## config.mk

```make
export PLATFORM = sky130hd
export DESIGN_NAME = mmu_req_clk_bridge
export DESIGN_NICKNAME = d
export VERILOG_FILES = /design/src/rtl/mmu_req_clk_bridge.sv
export SDC_FILE = /design/constraint.sdc
export NUM_CORES = 1
export LEC_CHECK = 0
export ABC_AREA = 1
export CAP_MARGIN = 10
export CORE_UTILIZATION = 49
export CTS_CLUSTER_SIZE = 8
export DETAILED_ROUTE_END_ITERATION = 10
export GPL_ROUTABILITY_DRIVEN = 0
export GPL_TIMING_DRIVEN = 0
export PLACE_DENSITY = 0.89
export SYNTH_ARGS = -nofsm -noshare
export SYNTH_HDL_FRONTEND = slang
export SYNTH_SLANG_ARGS = --single-unit
```

## constraint.sdc

```tcl
create_clock -name clk -period 3.2 [get_ports clk]
set_clock_uncertainty 0.2 [all_clocks]
set_input_delay 0.64 -clock clk [delete_from_list [all_inputs] [get_ports clk]]
set_output_delay 0.64 -clock clk [all_outputs]
set_load 0.01 [all_outputs]
```

## src/rtl/mmu_req_clk_bridge.sv

```systemverilog
// Bridges a transition-signalled (self-timed) request channel into the clk domain
// through a 2-entry FIFO feeding the TLB lookup valid/ready interface.
module mmu_req_clk_bridge #(
    parameter int ADDR_W      = 32,
    parameter int SYNC_STAGES = 2
) (
    input  logic              clk,
    input  logic              rst,
    input  logic              i_drive,
    input  logic [ADDR_W-1:0] i_vaddr,
    output logic              o_free,
    output logic              o_pmt,
    output logic              o_valid,
    input  logic              i_ready,
    output logic [ADDR_W-1:0] o_vaddr,
    output logic [7:0]        o_tok_cnt
);

    typedef enum logic {
        ST_WAIT  = 1'b0,
        ST_BLOCK = 1'b1
    } state_t;

    state_t              r_state;
    state_t              w_state_nxt;
    logic [SYNC_STAGES-1:0] r_sync;
    logic                r_seen;
    logic                r_wr_ptr;
    logic                r_rd_ptr;
    logic [1:0]          r_count;
    logic [1:0]          w_count_nxt;
    logic                r_free;
    logic                r_pmt;
    logic [7:0]          r_tok_cnt;
    logic [ADDR_W-1:0]   r_mem [2];

    logic                w_drv_s;
    logic                w_pending;
    logic                w_room;
    logic                w_push;
    logic                w_pop;

    assign w_drv_s   = r_sync[SYNC_STAGES-1];
    assign w_pending = (w_drv_s != r_seen);
    // Room is judged on the registered count only: a same-edge pop never frees a slot.
    assign w_room    = (r_count != 2'd2);
    assign w_pop     = o_valid && i_ready;

    assign o_valid   = (r_count != 2'd0);
    assign o_vaddr   = r_mem[r_rd_ptr];
    assign o_free    = r_free;
    assign o_pmt     = r_pmt;
    assign o_tok_cnt = r_tok_cnt;

    // NOTE: every sequential block uses non-blocking assignments so all flops
    // sample the pre-edge values of each other, independent of block ordering.
    always_ff @(posedge clk) begin
        if (rst) begin
            r_sync <= '0;
        end else begin
            r_sync <= {r_sync[SYNC_STAGES-2:0], i_drive};
        end
    end

    // NOTE: defaults are assigned first so every path drives every output and no
    // latch is inferred.
    always_comb begin
        w_state_nxt = r_state;
        w_push      = 1'b0;
        case (r_state)
            ST_WAIT: begin
                if (w_pending) begin
                    if (w_room) begin
                        w_push = 1'b1;
                    end else begin
                        w_state_nxt = ST_BLOCK;
                    end
                end
            end
            ST_BLOCK: begin
                if (w_room) begin
                    w_push      = w_pending;
                    w_state_nxt = ST_WAIT;
                end
            end
            default: w_state_nxt = ST_WAIT;
        endcase
        w_count_nxt = r_count + 2'(w_push) - 2'(w_pop);
    end

    always_ff @(posedge clk) begin
        if (rst) begin
            r_state   <= ST_WAIT;
            r_seen    <= 1'b0;
            r_wr_ptr  <= 1'b0;
            r_rd_ptr  <= 1'b0;
            r_count   <= 2'd0;
            r_free    <= 1'b0;
            r_pmt     <= 1'b1;
            r_tok_cnt <= 8'd0;
        end else begin
            r_state <= w_state_nxt;
            r_count <= w_count_nxt;
            r_pmt   <= (w_count_nxt != 2'd2) && (w_state_nxt != ST_BLOCK);
            if (w_push) begin
                r_seen   <= w_drv_s;
                r_wr_ptr <= ~r_wr_ptr;
                r_free   <= ~r_free;
                if (r_tok_cnt != 8'hFF) begin
                    r_tok_cnt <= r_tok_cnt + 8'd1;
                end
            end
            if (w_pop) begin
                r_rd_ptr <= ~r_rd_ptr;
            end
        end
    end

    // NOTE: the storage array is deliberately not reset; the count guards every read.
    always_ff @(posedge clk) begin
        if (w_push) begin
            r_mem[r_wr_ptr] <= i_vaddr;
        end
    end

endmodule

```

==> flow_summary.json <==
{
  "sequentialPowerShare_pct": 46.2,
  "wl_per_cell_um": 14.8,
  "max_slew.worst_pin.slew_ns": 0.944,
  "cts_num_sinks": 83,
  "slowest_delay_ns": 0.50,
  "ctsLongestPathBuffers": 2,
  "synth_nets": 274,
  "fin_nets": 363,
  "areaGrowthSynthToFinish_pct": 33.3,
  "grt_pass1_vias": 2078,
  "cts_setup_buffers": 0,
  "r2r-start": "r_sync[1]",
  "synth_async_sr_flop_share_pct": 0,
  "drt_iter0_markers": 129,
  "path_class": "register to output port",
  "dp_slack_ns": 0.679,
  "grtUsageTotal_pct": 18.3,
  "rows": 29,
  "start_util_pct": 51.0,
  "rr_worst_depth": 4,
  "finalNonFillerCells": 407,
  "htreeDepth": 3,
  "ys.warnings.count": 0,
  "rsz0062_at_grt": "false",
  "top_usage_layer": "met2",
  "use_met3_pct": 6.43,
  "dieHeight_um": 83.6,
  "drive_gt1_share_pct": 21.2,
  "drt.antenna.violating_nets": 0,
  "insertion_delay_ns": 0.34,
  "grt_max_degree": 33,
  "synth_commonest_cells": "edfxtp_1, nand2_1, mux2_2, inv_1",
  "dieArea_um2": 6980,
  "crit_fanout": 10,
  "netlist.area_leader.share_pct": 59.0,
  "maxCapViolations": 0,
  "drc": 0,
  "fmax_mhz": 349,
  "synth_area_leaders": "edfxtp_1, dfxtp_1, mux2_2, nand2_1, inv_1",
  "diodes": 0,
  "power_density_nw_per_um2": 685,
  "synthesis.area_um2": 3260,
  "internal_power_mw": 2.10,
  "ys_seq_area_share_pct": 70.6,
  "min_from": "r_sync[0]",
  "cpMaxStageDelayCell": "clkdlybuf4s50_1",
  "ir_drop_mv": 0.386,
  "synth_edf_count": 64,
  "coreArea_um2": 6390,
  "cts_buffers": 9,
  "finalSetupViolations": 0,
  "slew_headroom_pct": 36.9,
  "yosysTopAreaCell": "edfxtp_1",
  "worstSetupStartpointType": "register",
  "synth.most_common_cell": "edfxtp_1",
  "hold_path.class": "register to register",
  "grt.overflow.total": 0,
  "r2r_setup_slack_ns": 1.06,
  "synthFlopType": "edfxtp_1",
  "clk_pin_slew_ns": 0.08,
  "io_buffers": 77,
  "p_sw_mw": 0.880,
  "routed-via-count": 2059,
  "crit_chain": "clkbuf_1 > buf_4 > mux2_2 > clkdlybuf4s50_1",
  "path_buf_inv": 3,
  "required_ns": 2.36,
  "syn-mean-instance-area_um2": 13.8,
  "finalMaxSlewViolations": 0,
  "holdPathEnd": "r_sync[1]",
  "swShare_pct": 29.5,
  "synth.distinct_cells": 23,
  "crit_family": "buffers and inverters",
  "min_path_cells": 2,
  "clock_power_share_pct": 23.1,
  "dp_hpwl_mm": 4.02,
  "clock-root-buffer": "clkbuf_8",
  "fill_cells": 450,
  "post-route-min-period_ns": 2.87,
  "vias_per_cell": 5.06,
  "grt_antenna_before_repair": 0,
  "dr.pass1.iters": 4,
  "use_met1_pct": 22.9,
  "wirelength_mm": 6.00,
  "cts_tree": "done",
  "synth_seq_cells": 83,
  "syn_inst": 236,
  "post_cts_resized": 0,
  "worst_ep_arrival_time_ns": 2.03,
  "layout_setup_ws_ns": 0.333,
  "period_share_pct": 89.6,
  "finalHoldViolCount": 0,
  "timing.rr.end": "r_mem[0][2]",
  "p_leak_nw": 1.54,
  "end_kind": "output port",
  "cts_hold_buffers": 0,
  "status": "complete, no violations",
  "dpl.cell_count": 391,
  "die_w_um": 83.6,
  "grt_first_pass_wirelength_mm": 9.96,
  "pin_count": 79,
  "combPwrFrac_pct": 30.7,
  "gr-usage-met2_pct": 30.5
}
## power groups by stage
stage	combinational, mW	sequential, mW	clock [mW]
finish	0.914	1.38	0.687
detailed placement	0.921	1.40	0
global placement	0.888	1.40	0
global route	0.987	1.39	0.749
CTS	0.928	1.38	0.706
floorplan	0.487	1.40	0
## kinds of logic (layout without fill, tap and decap cells)
logic type / Yosys count / in the layout / share of synthesized area (%)
DFF: 83 / 83 / 70.6
and+or+nand+nor: 71 / 71 / 10.2
muxes: 32 / 32 / 11.1
buffers and inverters: 29 / 123 / 3.88
AOI/OAI and AO/OA: 18 / 18 / 3.22
adders and majority gates: 2 / 2 / 0.768
xor gates and xnor gates: 1 / 1 / 0.269
## stage by stage
| step | utilization (%) | hold WS, ns | power, mW | cell area (um2) | setup TNS, ns |
|---|---|---|---|---|---|
| after floorplan | - | 0.188 | 1.88 | 3260 | 0 |
| after global placement | 64.6 | 0.191 | 2.29 | 4130 | -12.24 |
| after detailed placement | 65.2 | 0.204 | 2.32 | 4160 | 0 |
| after CTS | 68.0 | 0.216 | 3.01 | 4340 | 0 |
| after global routing | 68.0 | 0.224 | 3.13 | 4340 | 0 |
| final | 68.0 | 0.212 | 2.98 | 4340 | 0 |
## layout by cell type, fill, tap and decap left out, types with 3 or more instances in the layout
cell type         n
dfxtp_1          19
nand2_2           6
clkbuf_8          9
nand3_1           9
nand2_1          31
a21oi_2           4
nor2_1           17
o21ai_0           9
inv_1            22
a21oi_1           5
buf_4             3
inv_6             3
edfxtp_1         64
mux2_2           30
clkdlybuf4s50_1  77
## sequential cells by signal, indices dropped and copies added (netlist names), named ones only
register and count:
r_sync 2, r_wr_ptr 1, r_rd_ptr 1, r_state 1, r_mem 64, o_pmt 1
r_count 2, o_tok_cnt 8, o_free 1, r_seen 1
## metal layers
layer	up-vias	share of wire (%)
met2	64	51
li1	1003	-
met3	2	6.7
met4	0	0.25
met1	990	42
met5	-	0
## tightest hold or removal path, delay by kind of cell (launching register included)
| family | cells | cell delay, ns |
|---|---|---|
| buffers and inverters | 1 | 0.04 |
| flip-flops | 1 | 0.31 |
| AND/OR/NAND/NOR | 1 | 0.03 |
## worst max-delay path by stage
stage                from      endpoint  slack (ns)  cells after the start
2_1_floorplan  r_count[0]   r_mem[1][0]        0.60                      4
3_3_place_gp   r_count[0]  r_mem[1][26]       -0.21                      4
3_5_place_dp     register    o_vaddr[1]        0.68                      4
4_1_cts          register    o_vaddr[3]        0.28                      4
5_1_grt          register    o_vaddr[4]        0.21                      4
6_report         register    o_vaddr[3]        0.33                      4
## area by class of cell
cell class / count / area (um2) / share of cell area (%)
Buffer: 5 / 31.3 / 0.720
Sequential cell: 83 / 2300 / 53.0
Timing Repair Buffer: 78 / 791 / 18.2
Clock buffer: 9 / 124 / 2.85
Inverter: 24 / 95.1 / 2.19
Clock inverter: 7 / 58.8 / 1.35
Multi-Input combinational cell: 124 / 846 / 19.5
Tap cell: 77 / 96.3 / 2.22
No activity file was read; power rests on OpenSTA's default activity.
